$ cat src/rtl/pc_fetch.sv
// pc_fetch: MIPS program-counter stage feeding Add1, selecting next PC from sequential/branch/jump/trap sources
// Ports:
//   clk, rst_n              clock (rising edge), asynchronous active-low reset
//   stall                   hold pc and re-fetch the same address
//   branch_taken, branch_offset   conditional branch request and sign-extended word offset
//   jump, jump_target       J-type jump request and 26-bit target field
//   add_rst, add_overflow   Add1 result (pc + 4) and its overflow flag
//   pc, inc                 current PC and constant 4, to Add1.r1 / Add1.r2
//   fetch_valid             pc is a valid fetch address this cycle
//   exc, epc                one-cycle trap pulse and PC of the trapping instruction
module pc_fetch #(
   parameter logic [31:0] RESET_PC = 32'h0000_0000,
   parameter logic [31:0] EXC_PC   = 32'h0000_0080
) (
   input  logic        clk,
   input  logic        rst_n,
   input  logic        stall,
   input  logic        branch_taken,
   input  logic [31:0] branch_offset,
   input  logic        jump,
   input  logic [25:0] jump_target,
   input  logic [31:0] add_rst,
   input  logic        add_overflow,
   output logic [31:0] pc,
   output logic [31:0] inc,
   output logic        fetch_valid,
   output logic        exc,
   output logic [31:0] epc
);
   typedef enum logic [1:0] {BOOT, RUN, STALL, TRAP} state_t;
   state_t state, state_nx;
   logic [31:0] pc_nx, epc_nx, br_pc, jmp_pc;
   logic fv_nx, exc_nx;
   assign inc    = 32'd4;
   assign br_pc  = add_rst + {branch_offset[29:0], 2'b00};
   assign jmp_pc = {add_rst[31:28], jump_target, 2'b00};
   always_ff @(posedge clk or negedge rst_n)
      if (!rst_n) begin
         state       <= BOOT;
         pc          <= RESET_PC;
         fetch_valid <= 1'b0;
         exc         <= 1'b0;
         epc         <= 32'd0;
      end else begin
         state       <= state_nx;
         pc          <= pc_nx;
         fetch_valid <= fv_nx;
         exc         <= exc_nx;
         epc         <= epc_nx;
      end
   // Control inputs only matter in RUN; STALL and TRAP hold pc and ignore them.
   always_comb begin
      state_nx = state;
      pc_nx    = pc;
      epc_nx   = epc;
      fv_nx    = fetch_valid;
      exc_nx   = 1'b0;
      case (state)
         BOOT: begin
            state_nx = RUN;
            fv_nx    = 1'b1;
         end
         RUN:
            if (stall) begin
               state_nx = STALL;
               fv_nx    = 1'b0;
            end else if (add_overflow) begin
               state_nx = TRAP;
               epc_nx   = pc;
               pc_nx    = EXC_PC;
               exc_nx   = 1'b1;
               fv_nx    = 1'b0;
            end else
               pc_nx = jump ? jmp_pc : branch_taken ? br_pc : add_rst;
         STALL:
            if (!stall) begin
               state_nx = RUN;
               fv_nx    = 1'b1;
            end
         TRAP: begin
            state_nx = stall ? STALL : RUN;
            fv_nx    = !stall;
         end
         default: state_nx = BOOT;
      endcase
   end
endmodule

$ cat config.mk
export PLATFORM = sky130hd
export DESIGN_NAME = pc_fetch
export DESIGN_NICKNAME = d
export VERILOG_FILES = /design/src/rtl/pc_fetch.sv
export SDC_FILE = /design/constraint.sdc
export NUM_CORES = 1
export LEC_CHECK = 0
export ABC_AREA = 1
export BUFFER_PORTS_ARGS = -buffer_cell sky130_fd_sc_hd__buf_4
export CELL_PAD_IN_SITES_DETAIL_PLACEMENT = 1
export CELL_PAD_IN_SITES_GLOBAL_PLACEMENT = 1
export CORE_ASPECT_RATIO = 0.8
export CORE_UTILIZATION = 37
export CTS_CLUSTER_DIAMETER = 150
export CTS_CLUSTER_SIZE = 30
export DETAILED_ROUTE_END_ITERATION = 7
export MAX_ROUTING_LAYER = met4
export PLACE_DENSITY_LB_ADDON = 0.1
export SLEW_MARGIN = 10
export SYNTH_ARGS = -nofsm -noshare
export SYNTH_HDL_FRONTEND = slang
export SYNTH_SLANG_ARGS = --single-unit
$ cat constraint.sdc
create_clock -name clk -period 3.2 [get_ports clk]
set_clock_uncertainty 0.05 [all_clocks]
set_input_delay 0.16 -clock clk [delete_from_list [all_inputs] [get_ports clk]]
set_output_delay 0.16 -clock clk [all_outputs]
set_load 0.03 [all_outputs]
Yosys cells after proc, flatten, opt, wreduce, memory -nomap -nowiden:

Index checks and enable logic that the tools add are counted.

* memory bits (read-only): 0
* output and inout bits: 98
* flip-flop bits (word level): 68
* bits in writable memories: 0
* memories: 0
* word-level logic and storage cells: 32
* bits of input ports: 96
* bits in latches: 0

* multipliers: 0
* mux-type cells: 15
* order comparisons: 0
* shift operators: 0
* reduce and logical (&&, ||, !) cells: 5
* div/mod/pow operators: 0
* $add $sub $neg: 1
* eq/ne operators: 5
* bitwise gates (word level): 1

Operator list (count)
* 32-bit two-way mux: 3
* 32-bit adder: 1
* 2-bit two-way mux: 4
* 2-bit one-hot mux with 4 select lines: 1
* 1-bit two-way mux: 6
* 2-bit == test, second input constant: 2
* 1-bit one-hot mux with 4 select lines: 1
* 2-bit AND reduction: 2
* 3-bit != test, second input constant: 1
* 3-bit AND reduction: 1
* 2-bit by 1-bit == test with 1-bit output, second input constant: 1
* 2-bit zero test: 1
* 2-bit != test, second input constant: 1
* 1-bit zero test: 1
* 1-bit NOT: 1

Depth between registers and ports, before layout:

Gate-level depths: netlist of the first run.

* word-level depth: 4
* mapped depth: 16
* mapped depth without buffers: 16

Worst setup path before layout of the first run:

OpenSTA, ideal clock, no wires.

* kind: input -> register
* from: in branch_offset[0]
* to: reg pc[30]
* stages: 15
* arrival time: 1.612 ns
* library setup time: 0.117 ns
* buffers on the path: 0
* required time: 3.033 ns
* slack: 1.421 ns
* cell sequence: ha_1 -> inv_1 -> fa_1 -> inv_1 -> nand3_1 -> nand2_2 -> nand2_1 -> nand2_2 -> nand2_1 -> nand2_1 -> nand2_1 -> nand3_1 -> nand3_1 -> nand2_1 -> nand2_1

* word-level cells in the longest chain between the ends: 4

RTL lines
* from (decl): RTL line 19 `input logic [31:0] branch_offset,`
* 32-bit adder: RTL line 35 `assign br_pc = add_rst + {branch_offset[29:0], 2'b00};`
* 32-bit two-way mux (2 in a row): RTL line 74 `pc_nx = jump ? jmp_pc : branch_taken ? br_pc : add_rst;`
* 32-bit two-way mux: RTL line 67 `end else if (add_overflow) begin`
* to (signal assigned): RTL line 46 `pc <= pc_nx;`
* to (decl): RTL line 24 `output logic [31:0] pc,`

No other way between the ends.
A chain may end at the register's enable or synchronous reset.

Worst setup path after layout of the first run:

* from: reg state[0]
* to: reg epc[12]

* word-level cells in the longest chain between the ends: 2

RTL lines
* from (decl): RTL line 31 `state_t state, state_nx;`
* from (signal assigned): RTL line 45 `state <= state_nx;`
* 2-bit by 1-bit == test with 1-bit output: RTL line 58 `case (state)`
* 3-bit AND reduction (no line)
* to (signal assigned): RTL line 49 `epc <= epc_nx;`
* to (decl): RTL line 28 `output logic [31:0] epc`

No other way between the ends.

==> results.json, run 1 <==
{
  "status": "completed",
  "yosysWarningCount": 0,
  "cts_tree": "built",
  "grt-ovfl-total": 0,
  "r2r_slack_ns": 1.01,
  "worstHoldStart": "jump_target[12]",
  "stdcell_count": 1235,
  "dieArea_mm2": 0.0158,
  "rows": 40,
  "max_freq_mhz": 456,
  "fin_nets": 1167,
  "htreeDepth": 3,
  "cp_slowest_cell": "inv_2",
  "hpwl_um": 15700,
  "worst_skew_pair.late_latency_ns": 0.33,
  "synth_largest_area_cell": "dfrtp_1",
  "wl_per_cell_um": 15.9,
  "end_kind": "flip-flop",
  "io_pins": 194,
  "critical_path.startpoint": "state[0]$_DFFE_PN0P_",
  "ys_seq_area_share_pct": 30.1,
  "maxSlewViolCount": 0,
  "ant_nets": 0,
  "tns_ns": 0,
  "tightest_slew_ns": 0.897,
  "grt_max_degree": 69,
  "min_to": "pc[14]$_DFFE_PN0P_",
  "drt_pass1_iterations": 4,
  "cts_root_buf": "clkbuf_16",
  "ir_drop_mv": 0.348,
  "critPathMaxFanout": 46,
  "hold_depth": 3,
  "grt_pass1_vias": 5945,
  "area_growth_pct": 27.2,
  "cts_buffers": 9,
  "cp_cell_sequence": "inv_1, nor2_2, inv_2, nor2_4, inv_2, nor2_2, buf_4, inv_2, nand2_1, o21ai_1",
  "r2r_start": "state[0]$_DFFE_PN0P_",
  "vias": 6010,
  "routed_wirelength_um": 19700,
  "cp_num_buf_inv": 5,
  "cts.clk_slew.worst_paths_ns": 0.06,
  "place.gp.congestion": 0.885,
  "vias_per_cell": 4.87,
  "p_leak_nw": 4.05,
  "ys_top_cells_by_area": "dfrtp_1 (30%), nand2_1 (22%), inv_1 (7.4%), ha_1 (6.4%), nor2_1 (5.0%)",
  "drt_iter0_drc": 374,
  "cellPowerDensity_mw_per_mm2": 543,
  "drive_gt1_share_pct": 20.2,
  "grt_antenna_before_repair": 0,
  "fillers": 1995,
  "critPathTopFamily": "buffers and inverters",
  "synth_top_area_share_pct": 30.1,
  "synthesis.area_mm2": 0.00566,
  "cp-start-kind": "flip-flop",
  "period_minus_slack_ns": 2.19,
  "cts_sinks": 68,
  "rsz0062_at_grt": "no",
  "finalHoldViolations": 0,
  "cts_resized": 0,
  "initial_core_util_pct": 37.8,
  "path_class": "reg -> reg",
  "rr_endpoint": "epc[12]$_DFFE_PN0P_",
  "postSynthAreaPerCell_um2": 6.36,
  "post-route-period-util_pct": 68.5,
  "relSlewSlack_pct": 40.2,
  "numPortBuffers": 159,
  "cp_common_cell": "inv_2",
  "hold_class": "in -> reg",
  "cap_violations": 0,
  "grt_pass1_wl_um": 31200,
  "core_area_mm2": 0.0150,
  "cts_buffer_depth": 2,
  "n_antenna_cell": 0,
  "netlist-cell-type-count": 38,
  "drcViolationCount": 0,
  "arrival_ns": 2.39,
  "reg2reg_depth": 10,
  "dp_cells": 1217,
  "groute.usage.overall_pct": 26.4,
  "slowest_delay_ns": 0.60,
  "synth_cells": 889,
  "cp.required_ns": 3.40,
  "dieWidth_um": 140,
  "setup_viol": 0,
  "synth-seq-cells": 68,
  "holdWs_ns": 0.0143,
  "chipHeight_um": 113
}
[tightest hold or removal path, stage by stage]
cell      delay, ns
buf_4          0.08
o211ai_1       0.07
nand2_1        0.06
[worst max-delay path by stage]
stage                     cells after the start                  end  slack [ns]
after floorplan                              15   pc[30]$_DFFE_PN0P_        1.42
after global placement                       16   pc[24]$_DFFE_PN0P_        0.94
after detailed placement                     16   pc[24]$_DFFE_PN0P_        0.90
after CTS                                    10  epc[12]$_DFFE_PN0P_        0.97
after global routing                         10  epc[12]$_DFFE_PN0P_        0.75
final                                        10  epc[12]$_DFFE_PN0P_        1.01
[metrics by stage]
step	utilization [%]	total power, mW	area, um2	setup WS, ns
4_1_cts	48.1	3.93	7190	0.975
6_report	48.1	3.91	7190	1.01
3_5_place_dp	45.9	2.88	6860	0.898
3_3_place_gp	45.9	2.85	6860	0.939
2_1_floorplan	-	2.25	5770	1.42
5_1_grt	48.1	4.13	7190	0.752
[power by group]
part / switching (mW) / total [mW] / internal, mW
Clock: 0.387 / 1.03 / 0.647
Sequential: 0.136 / 1.20 / 1.06
Combinational: 1.09 / 1.67 / 0.583
Total: 1.61 / 3.91 / 2.29
[final cells by class]
type	instances	area (um2)	share of cell area, %
multi-input combinational	678	3250	45.2
inverter	119	447	6.21
tap	189	236	3.29
clock buffer	11	253	3.51
sequential	68	1700	23.7
clock inverter	5	58.8	0.818
timing repair buffer	165	1240	17.3
[registers in the layout, summed over array words and instances, names as in the netlist]
| register | flops |
|---|---|
| exc | 1 |
| state | 2 |
| pc | 32 |
| epc | 32 |
| fetch_valid | 1 |
[cells in the final DEF (no fill, tap or decap), types with 17 or more instances in the layout]
master,instances
buf_4,163
conb_1,32
nand3_1,46
nand2_1,327
o21ai_1,17
o21ai_0,27
a21oi_1,47
ha_1,29
dfrtp_1,68
inv_1,111
nor2_1,76
[cells in the mapped netlist]
cell / count
a21oi_1: 47
a221oi_1: 1
a22oi_1: 1
a31oi_1: 1
a32o_1: 1
and2_1: 2
and2_4: 1
buf_2: 9
buf_4: 34
clkbuf_1: 8
clkbuf_8: 2
clkinv_1: 2
conb_1: 2
dfrtp_1: 68
dlygate4sd1_1: 1
fa_1: 1
ha_1: 29
inv_1: 111
inv_2: 6
nand2_1: 327
nand2_2: 10
nand3_1: 46
nand3_2: 2
nand3b_1: 7
nand4_1: 8
nor2_1: 76
nor2_2: 9
nor2_4: 3
nor3_1: 4
o211ai_1: 5
o21ai_0: 27
o21ai_1: 17
o21bai_1: 3
o22ai_1: 3
or2_1: 2
or2_2: 1
xnor2_1: 8
xor2_1: 4
[metal layers]
| metal | global-route usage (%) | routed length (um) | vias up |
|---|---|---|---|
| met3 | 3.28 | 1130 | 16 |
| met2 | 42.2 | 9020 | 157 |
| li1 | - | - | 3020 |
| met5 | - | 0 | - |
| met1 | 35.8 | 9290 | 2817 |
| met4 | 5.79 | 246 | 0 |
[cells by family (layout without fill, tap and decap cells)]
family	Yosys count	in the layout	synth area share, %
and+or+nand+nor	498	498	36.7
AOI/OAI and AO/OA	106	106	10.0
adders and majority gates	30	30	6.77
other	2	32	0.133
buffers and inverters	173	300	14.4
DFF	68	68	30.1
xor gates and xnor gates	12	12	1.86
[what timing repair did]
item | CTS | global route
endpoints found under the setup margin | 0 | 0
hold endpoints to repair | 69 | 0
setup buffers | 0 | 0
hold buffers | 2 | 0
Power figures use the tool's default switching activity.
==> inputs of run 2 (changes only) <==
--- a/config.mk
+++ b/config.mk
@@ -10,7 +10,7 @@
 export CELL_PAD_IN_SITES_DETAIL_PLACEMENT = 1
 export CELL_PAD_IN_SITES_GLOBAL_PLACEMENT = 1
 export CORE_ASPECT_RATIO = 0.8
-export CORE_UTILIZATION = 37
+export CORE_UTILIZATION = 35
 export CTS_CLUSTER_DIAMETER = 150
 export CTS_CLUSTER_SIZE = 30
 export DETAILED_ROUTE_END_ITERATION = 7
==> constraint.sdc (replaced) <==
create_clock -name clk -period 2.24 [get_ports clk]
set_clock_uncertainty 0.05 [all_clocks]
set_input_delay 0.112 -clock clk [delete_from_list [all_inputs] [get_ports clk]]
set_output_delay 0.112 -clock clk [all_outputs]
set_load 0.03 [all_outputs]
==> results.json, run 2 (same netlist as run 1, synthesis figures left out) <==
{
  "status": "completed",
  "htreeDepth": 3,
  "final_common_cell": "nand2_1",
  "vias_per_cell": 4.77,
  "numPortBuffers": 159,
  "cp.required_ns": 2.38,
  "cts_buffers": 9,
  "cts_resized": 0,
  "rows": 41,
  "fin_nets": 1181,
  "area_growth_pct": 29.6,
  "cap_violations": 0,
  "mostFrequentLayoutCells": "nand2_1 (327), buf_4 (169), inv_1 (111)",
  "tightest_slew_ns": 0.889,
  "period_minus_slack_ns": 1.96,
  "arrival_ns": 2.10,
  "holdWs_ns": 0.0213,
  "routed_wirelength_um": 20300,
  "hold_class": "in -> reg",
  "critPathMaxFanout": 46,
  "wl_per_cell_um": 15.9,
  "maxSlewViolCount": 0,
  "relSlewSlack_pct": 40.7,
  "ant_nets": 0,
  "postCtsSetupRepairBufs": 0,
  "cts_buffer_depth": 2,
  "io_pins": 194,
  "drcViolationCount": 0,
  "vias": 6085,
  "grt_max_degree": 69,
  "layout_setup_ws_ns": 0.279,
  "tns_ns": 0,
  "placed_area_mm2": 0.00694,
  "reg_top3": "epc: 32 flops, pc: 32 flops, state: 2 flops",
  "place.gp.congestion": 0.886,
  "pre_cts_ws_ns": 0.138,
  "rsz0062_at_grt": "no",
  "max_freq_mhz": 510,
  "cts_sinks": 68,
  "hpwl_um": 16400,
  "drive_gt1_share_pct": 20.4,
  "cp-start-kind": "flip-flop",
  "groute.usage.overall_pct": 25.9,
  "worstHoldStart": "jump_target[2]",
  "grt_pass1_vias": 6000,
  "end_kind": "flip-flop",
  "ctsHoldBuffers": 10,
  "grt-ovfl-total": 0,
  "n_antenna_cell": 0,
  "dieWidth_um": 144,
  "r2r_start": "state[0]$_DFFE_PN0P_",
  "chipHeight_um": 116,
  "path_class": "reg -> reg",
  "post-route-period-util_pct": 87.6,
  "core_area_mm2": 0.0158,
  "dp_cells": 1249,
  "ir_drop_mv": 0.470,
  "finalHoldViolations": 0,
  "drt_pass1_iterations": 5,
  "dieArea_mm2": 0.0167,
  "cts_root_buf": "clkbuf_16",
  "initial_core_util_pct": 35.8,
  "cts_tree": "built",
  "worst_skew_pair.late_latency_ns": 0.33,
  "critical_path.startpoint": "state[0]$_DFFE_PN0P_",
  "p_leak_nw": 4.10,
  "drt_iter0_drc": 306,
  "grt_pass1_wl_um": 31800,
  "setup_viol": 0,
  "fin_area_mm2": 0.00733,
  "stdcell_count": 1275,
  "cts.clk_slew.worst_paths_ns": 0.06,
  "cellPowerDensity_mw_per_mm2": 751,
  "grt_antenna_before_repair": 0
}
-- run 2: report_power, final --
group          internal (mW)  switching (mW)
sequential              1.52           0.197
combinational          0.853            1.57
clock                  0.816           0.547
-- run 2: stage by stage --
step	total power, mW	util (%)
3_5_place_dp	4.14	43.9
6_report	5.50	46.4
2_1_floorplan	3.21	-
4_1_cts	5.53	46.4
5_1_grt	5.83	46.4
3_3_place_gp	4.10	43.9
-- run 2: routing by layer --
layer  track usage [%]  wire, um
met1              34.4      9740
met2              42.5      9410
met3              3.26       944
met4              4.75       238
met5                 -         0
-- run 2: critical path: stages (launching register included) --
cell and delay, ns:
dfrtp_1 0.38, inv_1 0.07, nor2_2 0.12, inv_2 0.07, nor2_4 0.34, inv_2 0.08, nor2_2 0.13, inv_2 0.32
nand2_1 0.17, o21ai_1 0.08
-- run 2: layout make-up --
class	instances	area, um2
clock buffers	12	256
inverters	119	447
repair buffers	179	1370
well taps	215	269
flip-flops and latches	68	1700
fillers	2171	8470
multi-input cells	678	3250
clock inverters	4	32.5
-- run 2: final timing paths --
| kind | end | slack (ns) | cells after the start |
|---|---|---|---|
| max | epc[12]$_DFFE_PN0P_ | 0.28 | 9 |
| min | pc[4]$_DFFE_PN0P_ | 0.02 | 3 |
| max reg2reg | epc[12]$_DFFE_PN0P_ | 0.28 | 9 |
| min reg2reg | epc[31]$_DFFE_PN0P_ | 0.42 | 2 |
| max in group asynchronous | pc[31]$_DFFE_PN0P_ | 1.16 | 2 |
| min in group asynchronous | epc[0]$_DFFE_PN0P_ | 0.39 | 2 |
